### src/rtl/math_alarm_pkg.sv
// Shared types and helpers for the alarm math-challenge sequencer.
// Covers FSM states, operator codes, answer width, and the LFSR / digit-fold helpers.
package math_alarm_pkg;

  typedef enum logic [2:0] {
    ST_IDLE   = 3'd0,
    ST_GEN    = 3'd1,
    ST_ENTRY  = 3'd2,
    ST_CHECK  = 3'd3,
    ST_WRONG  = 3'd4,
    ST_SOLVED = 3'd5
  } state_t;

  localparam logic [1:0] OP_ADD    = 2'b00;
  localparam logic [1:0] OP_SUB    = 2'b01;
  localparam logic [1:0] OP_MUL    = 2'b10;
  localparam logic [3:0] DIGIT_MAX = 4'd9;
  localparam int         ANSWER_W  = 7;

  // Galois step for x^16+x^14+x^13+x^11+1, shifting right
  function automatic logic [15:0] lfsr_step(input logic [15:0] l);
    return {1'b0, l[15:1]} ^ (l[0] ? 16'hB400 : 16'h0000);
  endfunction

  function automatic logic [3:0] digit_fold(input logic [3:0] nib);
    return (nib > DIGIT_MAX) ? (nib - 4'd6) : nib;
  endfunction

endpackage

### src/rtl/key_release_pulse.sv
// Key release detector: tracks a held flag and emits a one-cycle action on release.
// i_clear forces the flag low and suppresses the action.
module key_release_pulse (
  input  logic clock,
  input  logic reset,
  input  logic i_key,
  input  logic i_clear,
  output logic o_pulse
);

  logic r_held;

  always_ff @(posedge clock) begin
    if (reset || i_clear) begin
      r_held <= 1'b0;
    end else begin
      r_held <= i_key;
    end
  end

  assign o_pulse = r_held & ~i_key & ~i_clear;

endmodule

### src/rtl/math_challenge_ctrl.sv
// Alarm silencing sequencer: presents random arithmetic problems while the alarm rings
// and requests alarm_off after NUM_PROBLEMS consecutive correct typed answers.
module math_challenge_ctrl
  import math_alarm_pkg::*;
#(
  parameter logic [15:0] LFSR_SEED      = 16'hACE1,
  parameter int          NUM_PROBLEMS   = 3,
  parameter int          PENALTY_CYCLES = 50000000
) (
  input  logic                clock,
  input  logic                reset,
  input  logic                alarm,
  input  logic [3:0]          digit_sw,
  input  logic                digit_key,
  input  logic                enter_key,
  output logic                alarm_off,
  output logic [3:0]          operand_a,
  output logic [3:0]          operand_b,
  output logic [1:0]          op,
  output logic [ANSWER_W-1:0] entry,
  output logic [1:0]          solved_count,
  output logic                wrong,
  output logic                active
);

  localparam int              PEN_W        = $clog2(PENALTY_CYCLES + 1);
  localparam logic [PEN_W-1:0] PEN_LOAD     = PEN_W'(PENALTY_CYCLES - 1);
  localparam logic [1:0]      SOLVE_TARGET = 2'(NUM_PROBLEMS);

  state_t              r_state, w_next_state;
  logic [15:0]         r_lfsr;
  logic [3:0]          r_operand_a, r_operand_b;
  logic [1:0]          r_op;
  logic [ANSWER_W-1:0] r_entry;
  logic [1:0]          r_solved;
  logic [PEN_W-1:0]    r_penalty;
  logic                r_alarm_off, r_wrong, r_active;
  logic                w_alarm_off, w_wrong, w_active;
  logic                w_digit_pulse, w_enter_pulse, w_lockout, w_digit_act, w_match;
  logic [3:0]          w_na, w_nb;
  logic [1:0]          w_op;
  logic [7:0]          w_prod;
  logic [ANSWER_W-1:0] w_expected;

  assign w_lockout = (r_state == ST_WRONG);

  key_release_pulse u_digit_key (
    .clock   (clock),
    .reset   (reset),
    .i_key   (digit_key),
    .i_clear (w_lockout),
    .o_pulse (w_digit_pulse)
  );

  key_release_pulse u_enter_key (
    .clock   (clock),
    .reset   (reset),
    .i_key   (enter_key),
    .i_clear (w_lockout),
    .o_pulse (w_enter_pulse)
  );

  assign w_na   = digit_fold(r_lfsr[3:0]);
  assign w_nb   = digit_fold(r_lfsr[7:4]);
  assign w_op   = (r_lfsr[9:8] == 2'b11) ? OP_ADD : r_lfsr[9:8];
  assign w_prod = {4'd0, r_operand_a} * {4'd0, r_operand_b};

  always_comb begin
    case (r_op)
      OP_ADD:  w_expected = {3'd0, r_operand_a} + {3'd0, r_operand_b};
      OP_SUB:  w_expected = {3'd0, r_operand_a} - {3'd0, r_operand_b};
      OP_MUL:  w_expected = w_prod[ANSWER_W-1:0];
      default: w_expected = 7'd0;
    endcase
  end

  assign w_match = (r_entry == w_expected);
  // Enter has priority: a digit released on the same cycle is dropped
  assign w_digit_act = w_digit_pulse & ~w_enter_pulse & (digit_sw <= DIGIT_MAX);

  always_ff @(posedge clock) begin
    if (reset) begin
      r_state <= ST_IDLE;
    end else begin
      r_state <= w_next_state;
    end
  end

  always_comb begin
    w_next_state = r_state;
    case (r_state)
      ST_IDLE:   w_next_state = alarm ? ST_GEN : ST_IDLE;
      ST_GEN:    w_next_state = ST_ENTRY;
      ST_ENTRY:  w_next_state = w_enter_pulse ? ST_CHECK : ST_ENTRY;
      ST_CHECK: begin
        if (!w_match) begin
          w_next_state = ST_WRONG;
        end else if ((r_solved + 2'd1) == SOLVE_TARGET) begin
          w_next_state = ST_SOLVED;
        end else begin
          w_next_state = ST_GEN;
        end
      end
      ST_WRONG:  w_next_state = (r_penalty == '0) ? ST_GEN : ST_WRONG;
      ST_SOLVED: w_next_state = ST_SOLVED;
      default:   w_next_state = ST_IDLE;
    endcase
    if (!alarm) begin
      w_next_state = ST_IDLE;
    end
  end

  always_comb begin
    w_alarm_off = (w_next_state == ST_SOLVED);
    w_wrong     = (w_next_state == ST_WRONG);
    w_active    = (w_next_state != ST_IDLE);
  end

  always_ff @(posedge clock) begin
    if (reset) begin
      r_lfsr      <= LFSR_SEED;
      r_operand_a <= 4'd0;
      r_operand_b <= 4'd0;
      r_op        <= 2'b00;
      r_entry     <= 7'd0;
      r_solved    <= 2'd0;
      r_penalty   <= '0;
      r_alarm_off <= 1'b0;
      r_wrong     <= 1'b0;
      r_active    <= 1'b0;
    end else begin
      r_lfsr      <= lfsr_step(r_lfsr);
      r_alarm_off <= w_alarm_off;
      r_wrong     <= w_wrong;
      r_active    <= w_active;
      if (r_state == ST_GEN) begin
        r_op    <= w_op;
        r_entry <= 7'd0;
        // Swap for subtraction so the answer is never negative
        if (w_op == OP_SUB && w_na < w_nb) begin
          r_operand_a <= w_nb;
          r_operand_b <= w_na;
        end else begin
          r_operand_a <= w_na;
          r_operand_b <= w_nb;
        end
      end else if (r_state == ST_ENTRY && w_digit_act) begin
        r_entry <= (r_entry < 7'd10) ? (r_entry * 7'd10 + {3'd0, digit_sw}) : {3'd0, digit_sw};
      end
      if (w_next_state == ST_IDLE) begin
        r_solved <= 2'd0;
      end else if (r_state == ST_CHECK) begin
        r_solved <= w_match ? (r_solved + 2'd1) : 2'd0;
      end
      if (r_state == ST_CHECK && !w_match) begin
        r_penalty <= PEN_LOAD;
      end else if (r_state == ST_WRONG && r_penalty != '0) begin
        r_penalty <= r_penalty - 1'b1;
      end
    end
  end

  assign alarm_off    = r_alarm_off;
  assign operand_a    = r_operand_a;
  assign operand_b    = r_operand_b;
  assign op           = r_op;
  assign entry        = r_entry;
  assign solved_count = r_solved;
  assign wrong        = r_wrong;
  assign active       = r_active;

endmodule

### config.mk
export PLATFORM = sky130hd
export DESIGN_NAME = math_challenge_ctrl
export DESIGN_NICKNAME = d
export VERILOG_FILES = /design/src/rtl/math_alarm_pkg.sv /design/src/rtl/key_release_pulse.sv /design/src/rtl/math_challenge_ctrl.sv
export SDC_FILE = /design/constraint.sdc
export NUM_CORES = 1
export LEC_CHECK = 0
export ABC_AREA = 0
export ABC_CLOCK_PERIOD_IN_PS = 3600
export BUFFER_PORTS_ARGS = -buffer_cell sky130_fd_sc_hd__buf_2
export CAP_MARGIN = 20
export CORE_MARGIN = 2
export CORE_UTILIZATION = 40
export CTS_CLUSTER_DIAMETER = 200
export DETAILED_ROUTE_END_ITERATION = 12
export GPL_TIMING_DRIVEN = 1
export PLACE_DENSITY = 0.56
export SYNTH_ARGS = -nofsm -noshare
export SYNTH_HDL_FRONTEND = slang
export SYNTH_SLANG_ARGS = --single-unit
### constraint.sdc
create_clock -name clock -period 3.6 [get_ports clock]
set_clock_uncertainty 0.2 [all_clocks]
set_input_delay 0.36 -clock clock [delete_from_list [all_inputs] [get_ports clock]]
set_output_delay 0.36 -clock clock [all_outputs]
set_load 0.01 [all_outputs]
# Word level (Yosys, flattened, before mapping)
# Index checks and enable logic that the tools add are counted.
dict set report totals {
  reg_bits 69
  output_inout_bits 22
  elab_cells 85
}
dict set report op_classes {
  n_addsub 7
  mul 2
  order_cmp 5
  eq_ne 13
  n_mux 17
  bitwise_logic 11
  n_reduce_logical 16
}
# operator count
set ops {}
lappend ops {{26-bit two-way mux} 2}
lappend ops {{26-bit zero test} 1}
lappend ops {{26-bit nonzero test} 1}
lappend ops {{26-bit by 1-bit subtractor with 26-bit output, second input constant} 1}
lappend ops {{7-bit case mux with 3 select lines} 1}
lappend ops {{3-bit case mux with 6 select lines} 1}
lappend ops {{16-bit two-way mux} 1}
lappend ops {{4-bit two-way mux} 4}
lappend ops {{15-bit by 16-bit bitwise XOR with 16-bit output} 1}
lappend ops {{3-bit == test, second input constant} 4}
lappend ops {{3-bit two-way mux} 4}
lappend ops {{4-bit greater-than comparator, second input constant} 2}
lappend ops {{4-bit by 3-bit subtractor with 4-bit output, second input constant} 2}
lappend ops {{7-bit by 4-bit adder with 7-bit output} 1}
lappend ops {{7-bit == test} 1}
lappend ops {{7-bit by 4-bit less-than comparator with 1-bit output, second input constant} 1}
lappend ops {{4-bit by 4-bit multiplier with 7-bit output} 1}
lappend ops {{7-bit by 3-bit multiplier with 6-bit output, second input constant} 1}
lappend ops {{7-bit two-way mux} 1}
lappend ops {{1-bit AND} 6}
lappend ops {{2-bit == test, second input constant} 3}
lappend ops {{3-bit by 2-bit == test with 1-bit output, second input constant} 2}
lappend ops {{3-bit zero test} 2}
lappend ops {{2-bit OR reduction} 3}
lappend ops {{other kinds (16)} 24}

# Longest topological paths before layout
# Gate-level depths: netlist of the first run.
dict set report depth {
  word_depth 8
  depth_mapped 15
  ltp_nobuf 14
}

# By module
# A second synthesis of the first run with hierarchy kept.
dict set report unflattened {
  cells_unflattened 484
  hier_area_um2 4285.4
}
# module n_inst cells_per_inst area_each_um2 seq_area_each_um2
set modules_own_cells {}
lappend modules_own_cells {math_challenge_ctrl 1 478 4215.3 1341.3}
lappend modules_own_cells {key_release_pulse 2 3 35.0 20.0}

# Least setup slack after synthesis of the first run
# OpenSTA, ideal clock, no wires.
dict set report synth_path {
  path_type {reg-to-reg}
  start {register r_operand_a[1], in the netlist operand_a[1]}
  end {register r_solved[0], in the netlist solved_count[0]}
  t_arrival_ns 3.656
  required_ns 3.313
  setup_slack_ns -0.343
  path_stages_with_launch 11
  n_path_buf 0
  period_less_slack_ns 3.943
  path_cell_list {dfxtp_1 nand2_1 fa_1 fa_1 fa_1 o21ai_0 o21ai_0 mux2_2 a2111o_1 or2_2 o31ai_1}
}
dict set report synth_via {
  elab_chain_len 8
  elab_cells_between_ends 11
  classes_between {add/sub (2); mul (1); eq/ne (1); mux (5); reduce/logical (2)}
}
# element line_no
set synth_rtl {}
lappend synth_rtl {{from (decl)} math_challenge_ctrl.sv:32} ;# logic [3:0] r_operand_a, r_operand_b;
lappend synth_rtl {{from (signal assigned)} math_challenge_ctrl.sv:141} ;# r_operand_a <= w_nb;
lappend synth_rtl {{from (signal assigned)} math_challenge_ctrl.sv:144} ;# r_operand_a <= w_na;
lappend synth_rtl {{4-bit by 4-bit multiplier with 7-bit output (tied with other cells)} math_challenge_ctrl.sv:66} ;# assign w_prod = {4'd0, r_operand_a} * {4'd0, r_operand_b};
lappend synth_rtl {{7-bit case mux with 3 select lines *} math_challenge_ctrl.sv:69} ;# case (r_op)
lappend synth_rtl {{7-bit == test *} math_challenge_ctrl.sv:77} ;# assign w_match = (r_entry == w_expected);
lappend synth_rtl {{3-bit two-way mux} math_challenge_ctrl.sv:96} ;# if (!w_match) begin
lappend synth_rtl {{3-bit case mux with 6 select lines} math_challenge_ctrl.sv:91} ;# case (r_state)
lappend synth_rtl {{3-bit two-way mux} math_challenge_ctrl.sv:108} ;# if (!alarm) begin
lappend synth_rtl {{3-bit zero test} math_challenge_ctrl.sv:150} ;# if (w_next_state == ST_IDLE) begin
lappend synth_rtl {{2-bit OR reduction (no source line)} n/a}
lappend synth_rtl {{to (signal assigned)} math_challenge_ctrl.sv:153} ;# r_solved <= w_match ? (r_solved + 2'd1) : 2'd0;
lappend synth_rtl {{to (decl)} math_challenge_ctrl.sv:35} ;# logic [1:0] r_solved;
# Every way passes the cells marked *; elsewhere a longest branch is shown, timed or not.
# A chain may end at the register's enable or synchronous reset.

# Worst setup path after layout of the first run
dict set report layout_path {
  start {register r_operand_a[2], in the netlist operand_a[2]}
  end {register r_solved[1], in the netlist solved_count[1]}
}
# Same word-level chain as after synthesis.

==> results of run 1 <==
## registers in the layout (all words and copies together) (netlist names)
signal              flops
r_lfsr                 16
active                  1
operand_a               4
operand_b               4
alarm_off               1
r_state                 3
r_penalty              26
u_enter_key.r_held      1
u_digit_key.r_held      1
entry                   7
solved_count            2
wrong                   1
op                      2
## metal layers
metal | vias up | track usage
li1 | 1776 | -
met1 | 1628 | 0.220
met2 | 46 | 0.278
met3 | 14 | 0.0334
met4 | 0 | 0.0668
met5 | - | 0
## final timing paths
| path | startpoint | endpoint | slack (ps) | depth (start not counted) |
|---|---|---|---|---|
| max reg2reg | operand_a[2] | solved_count[1] | -120 | 11 |
| min | digit_sw[0] | entry[0] | 60 | 3 |
| max | operand_a[2] | solved_count[1] | -120 | 11 |
| min reg2reg | r_lfsr[12] | r_lfsr[11] | 210 | 1 |
## power by group through the flow
| stage | clock (mW) | sequential (mW) | combinational (mW) |
|---|---|---|---|
| 5_1_grt | 0.595 | 0.814 | 0.283 |
| 3_5_place_dp | 0 | 0.827 | 0.243 |
| 6_report | 0.537 | 0.810 | 0.253 |
| 4_1_cts | 0.564 | 0.810 | 0.252 |
| 2_1_floorplan | 0 | 0.827 | 0.169 |
| 3_3_place_gp | 0 | 0.827 | 0.240 |
## layout by cell type, fill, tap and decap left out, drive strengths merged, types with 9 or more instances in the layout
| master | instances |
|---|---|
| ha | 32 |
| nor3 | 23 |
| o21ai | 13 |
| xnor2 | 30 |
| nand2b | 13 |
| a211oi | 10 |
| dfxtp | 69 |
| inv | 35 |
| nand2 | 18 |
| xor2 | 9 |
| mux2i | 10 |
| or2 | 13 |
| clkbuf | 13 |
| a21oi | 39 |
| buf | 56 |
| nor2 | 47 |
| nor2b | 15 |
## what timing repair did
item                                    4_1_cts  5_1_grt
pin swaps                                    12        3
gates cloned                                  0        1
buffers inserted                              0        0
gates resized for setup                      18       14
endpoints found under the setup margin       32       32
## cell type report
| cell class | instances | area (um2) | area share |
|---|---|---|---|
| clock buffers | 13 | 149 | 0.0299 |
| inverters | 35 | 131 | 0.0264 |
| clock inverters | 2 | 10.0 | 0.00201 |
| well taps | 136 | 170 | 0.0342 |
| flip-flops and latches | 69 | 1400 | 0.282 |
| repair buffers | 56 | 353 | 0.0709 |
| multi-input cells | 363 | 2760 | 0.554 |
## per-stage QoR
| stage | worst slack (ps) | area [um2] | TNS, ps | utilization |
|---|---|---|---|---|
| floorplan | 33.4 | 4240 | 0 | - |
| global placement | -155 | 4680 | -3560 | 0.455 |
| detailed placement | -212 | 4680 | -4230 | 0.455 |
| CTS | -151 | 4910 | -3050 | 0.478 |
| global route | -294 | 4970 | -7900 | 0.484 |
| finish | -118 | 4970 | -1680 | 0.484 |
## logic make-up (layout without fill, tap and decap cells)
family,after synthesis,count (layout),synth area share
XOR/XNOR,39,39,0.0809
AND/OR/NAND/NOR,174,174,0.228
adder cells (fa/ha/maj),40,40,0.133
flip-flops,69,69,0.327
buffers and inverters,52,106,0.0477
multiplexers,16,16,0.0397
AO/OA/AOI/OAI,94,94,0.144
## worst reg2reg max path, delay by kind of cell (launching register included)
kind | cells | cell delay, ps
mux | 1 | 260
buf+inv | 1 | 140
fa+ha+maj | 3 | 1490
simple gates | 2 | 310
compound gates | 4 | 870
flops | 1 | 360
==> metrics.txt, run 1 <==
cells along the critical path nand2_2, fa_1, fa_2, fa_1, o21ai_2, a21oi_1, mux2_4, a2111o_1, buf_6, or2_4, o31ai_1; M1 WL 4440 um; Final WS setup -118 ps; top sig layer met4; CTS tree done; asr flop ratio synth 0; WS Path Type register to register; cell row count 37; CTS Buffer Depth 2; Synth top area share 0.327; final worst-path cycle share 1.03; internal power 1.17 mW; Hold Worst Slack ~58 ps; setup violators final 31; post-synthesis sequential area ratio 0.327; WP data arrival approximately 3800 ps; nets between 500 and 600; wire length per cell approximately 14 um; crit-path max cell delay between 500 and 600 ps; remaining antenna violation count 0; ys flop type dfxtp_1; Crit path max-delay family adder cells; GRT Resource Usage Total 0.170; Slowest cell on crit path fa_2; Die Height ~110 um; outcome finished with violations; EDFF count, synth 0; Sw Ratio 0.269; DR WL met3 around 330 um; sequential share of power 0.506; die width 107 um; synthesized net count about 530; Gate power share 0.158; vias in the first global route between 3000 and 4000; number of buffers created by CTS 9; worst-margin pin slew 1070 ps; CTS Hold Bufs 0; Leak Pwr 2.11 nW; Finished Layout Cells slightly below 700; Clk pwr share 0.336; share of layout cells above drive strength 1 0.236; Ys Warns 0; Netlist cell types 54; Clock Tree Root clkbuf_8; RSZ-0062 raised after global routing true; synthesis-stage register bit count 69; pin count of the biggest net entering global routing between 50 and 60; Setup crit end kind register; Ant. Diodes 0; commonest cells in the netlist dfxtp_1, nor2_1, a21oi_1; Synth area leader dfxtp_1; GP Congestion approximately 0.8; # DRC 0; IO Port Bufs 30; Filler cells 1017; crit start category register; DR vias/cell around 5.1; Power Total about 1.6 mW; top cells by area, synth dfxtp_1, ha_1, xnor2_1; first-pass GRT wire length around 16000 um; worst relative slew slack 0.285; P_sw 0.430 mW; grt ovf 0; max-cap violation count 0; IO Pins 31; Initial Util 0.411; count leader, synth dfxtp_1; buffers and inverters on the worst path 1; Worst Path Max Fanout 4; Placed Cells roughly 660; violated checks negative setup slack; TritonCTS Sinks 69; metal2 WL around 4200 um; Total Wirelength just over 9000 um; Post-Syn Area per Cell 8.72 um2; H-tree depth 3; Cells after Synth about 480; power density cells ~320 nW/um2; clock-pin transition on the worst setup and hold timing paths 70 ps; worst skew pair latency between 300 and 400 ps; worst min-delay path category primary input to register; mapped cell area between 4000 and 5000 um2; DR iter-0 viols between 100 and 150; Pre-antenna DRT Iters 4; Area growth syn-to-layout 17.8%; Required @ worst endpoint 3660 ps; Vias 3464; Peak VDD IR around 0.18 mV; final hold violations 0; Die ar. between 10000 and 15000 um2; Final HPWL DP between 6000 and 7000 um; initial antenna violation count 0; fmax 269 MHz; Final Slew Violations 0; crit path time final 3720 ps; most used cell along the critical path fa_1; Core Area between 10000 and 15000 um2
(Power assumes the default switching activity.)
==> inputs of run 2 (changes only) <==
ABC_CLOCK_PERIOD_IN_PS = 4300   (was 3600)
PLACE_DENSITY = 0.54   (was 0.56)
SLEW_MARGIN = 25   (was not set)
clock period = 4.3 ns   (was 3.6 ns; I/O delays follow)
==> run 2 against run 1 <==
Compared with the run above:
- the flow now finishes without violations
- worst setup slack better by 380 ps
- routed wire length down 4.3%
- sequential power down 16%
- highest routed layer unchanged
- total power down 17%
- design area down 5.7%
- largest power group unchanged
- core utilization down 2.8 points
- global-route usage down 0.46 points
- non-clock buffer count down 21
- critical path depth unchanged
==> metrics.txt, run 2 (synthesis gave the netlist of run 1 again) <==
CTS Hold Bufs 0 (unchanged); Finished Core Util 0.456 (was 0.484); GRT Resource Usage Total 0.165 (was 0.170); Required @ worst endpoint 4280 ps (was 3660 ps); # DRC 0 (unchanged); Placed Area 4520 um2 (was 4680 um2); most common cell after layout, fill and taps aside dfxtp_1 (unchanged); H-tree depth 3 (unchanged); crit path time final 4040 ps (was 3720 ps); cells along the critical path nand2_1, fa_1, fa_1, fa_1, o21ai_1, a21oi_1, mux2_2, a2111o_1, o21ai_1, buf_12, a21oi_1 (was nand2_2, fa_1, fa_2, fa_1, o21ai_2, a21oi_1, mux2_4, a2111o_1, buf_6, or2_4, o31ai_1); Die ar. 11400 um2 (unchanged); RSZ-0062 raised after global routing false (was true); Ant. Diodes 0 (unchanged); share of layout cells above drive strength 1 0.154 (was 0.236); Area growth syn-to-layout 11.1% (was 17.8%); most used cell along the critical path fa_1 (unchanged); die width 107 um (unchanged); setup violators final 0 (was 31); gr busiest metal met2 (unchanged); clock-pin transition on the worst setup and hold timing paths 70 ps (about the same); Total Wirelength 8790 um (was 9180 um); sequential share of power 0.517 (was 0.506); Final Slew Violations 0 (unchanged); max-cap violation count 0 (unchanged); final worst-path cycle share 0.939 (was 1.03); Slowest cell on crit path fa_1 (was fa_2); Vias 3287 (was 3464); final hold violations 0 (unchanged); GR Util met1 0.217 (was 0.220); vias in the first global route 3185 (was 3417); DR vias/cell 5.03 (was 5.14); cell row count 37 (unchanged); max FFs per register 26 (unchanged); Pre-antenna DRT Iters 4 (unchanged); IO Pins 31 (unchanged); pin count of the biggest net entering global routing 57 (unchanged); internal power 0.966 mW (was 1.17 mW); CTS tree done (unchanged); Clk pwr share 0.346 (was 0.336); CTS Buffer Depth 2 (unchanged); worst relative slew slack 0.343 (was 0.285); DR iter-0 viols 104 (was 127); worst min-delay path category primary input to register (unchanged); worst skew pair latency 340 ps (about the same); grt ovf 0 (unchanged); IO Port Bufs 30 (unchanged); Core Area 10300 um2 (unchanged); setup_tns 0 ps (was -1680 ps); Setup crit end kind register (unchanged); met2 usage 0.272 (was 0.278); TritonCTS Sinks 69 (unchanged); initial antenna violation count 0 (unchanged); commonest non-fill, non-tap cells in the layout dfxtp_1, nor2_1, a21oi_1 (unchanged); Initial Util 0.411 (unchanged); register-to-register setup slack 260 ps (was -120 ps); Sw Ratio 0.269 (about the same); wire length per cell 13.4 um (was 13.6 um); Gate power share 0.137 (was 0.158); first-pass GRT wire length 15200 um (was 15600 um); post-route cell area 4690 um2 (was 4970 um2); Worst Path Max Fanout 20 (was 4); crit-path max cell delay 540 ps (was 570 ps); Die Height 107 um (unchanged); Leak Pwr 1.99 nW (was 2.11 nW); Final HPWL DP 6440 um (was 6610 um); crit start category register (unchanged); Peak VDD IR 0.150 mV (was 0.175 mV); number of buffers created by CTS 9 (unchanged); nets 562 (was 583); WP data arrival 4020 ps (was 3780 ps); GP Congestion 0.783 (was 0.801); fmax 248 MHz (was 269 MHz); worst-margin pin slew 985 ps (was 1070 ps); remaining antenna violation count 0 (unchanged); P_sw 0.356 mW (was 0.430 mW); M3 GR Usage 0.0328 (was 0.0334); power density cells 282 nW/um2 (was 322 nW/um2); WS Path Type register to register (unchanged); outcome finished clean (was finished with violations); Largest Register r_penalty (unchanged); Clock Tree Root clkbuf_8 (unchanged)
-- run 2: cell types whose count changed in the layout (fill, tap and decap cells not counted), sizes merged --
| cell | previous run | this run |
|---|---|---|
| clkbuf | 13 | 12 |
| buf | 56 | 35 |
| clkinv | 2 | 4 |
-- run 2: worst paths after layout --
| check | from | end | depth (start not counted) |
|---|---|---|---|
| worst max-delay path | operand_b[3] | r_penalty[13] | 11 |
| worst min-delay path | digit_sw[0] | entry[0] | 3 |
| worst max register to register | operand_b[3] | r_penalty[13] | 11 |
| worst min register to register | r_lfsr[12] | r_lfsr[11] | 1 |
-- run 2: per-stage QoR --
step / std cells / power [mW] / hold slack (ps) / setup slack [ps]
CTS: 654 / 1.35 / 106 / 190
floorplan: 484 / 0.833 / 189 / 357
global route: 654 / 1.40 / 142 / 70.9
global placement: 638 / 0.877 / 194 / 301
detailed placement: 638 / 0.880 / 195 / 215
finish: 654 / 1.32 / 134 / 262
-- run 2: timing repair --
| action | CTS | global route |
|---|---|---|
| setup endpoints to repair | 0 | 1 |
| buffers inserted | 0 | 0 |
| gates resized for setup | 0 | 1 |
-- run 2: per-layer routing --
layer  vias to the layer above  routed length, um
li1                       1740                  -
met1                      1513               4340
met2                        27               4170
met3                         7                196
met4                         0                 77
met5                         -                  0
-- run 2: power by group through the flow --
stage	clock network (mW)	registers [mW]	logic, mW
3_3_place_gp	0	0.697	0.180
2_1_floorplan	0	0.694	0.139
6_report	0.457	0.683	0.182
4_1_cts	0.484	0.683	0.184
5_1_grt	0.505	0.687	0.207
3_5_place_dp	0	0.698	0.182
-- run 2: cell type report --
cell class                 instances  area (um2)
inverter                          35         131
timing repair buffer              35         200
clock inverter                     4        23.8
clock buffer                      12         145
fill                            1047        5590
tap                              136         170
multi-input combinational        363        2640
sequential                        69        1380
-- run 2: worst max-delay path, delay by kind of cell (launching register included) --
family | cells | cell delay, ps
adders and majority gates | 3 | 1590
AOI/OAI and AO/OA | 5 | 1090
DFF | 1 | 420
muxes | 1 | 270
buffers and inverters | 1 | 190
and+or+nand+nor | 1 | 110
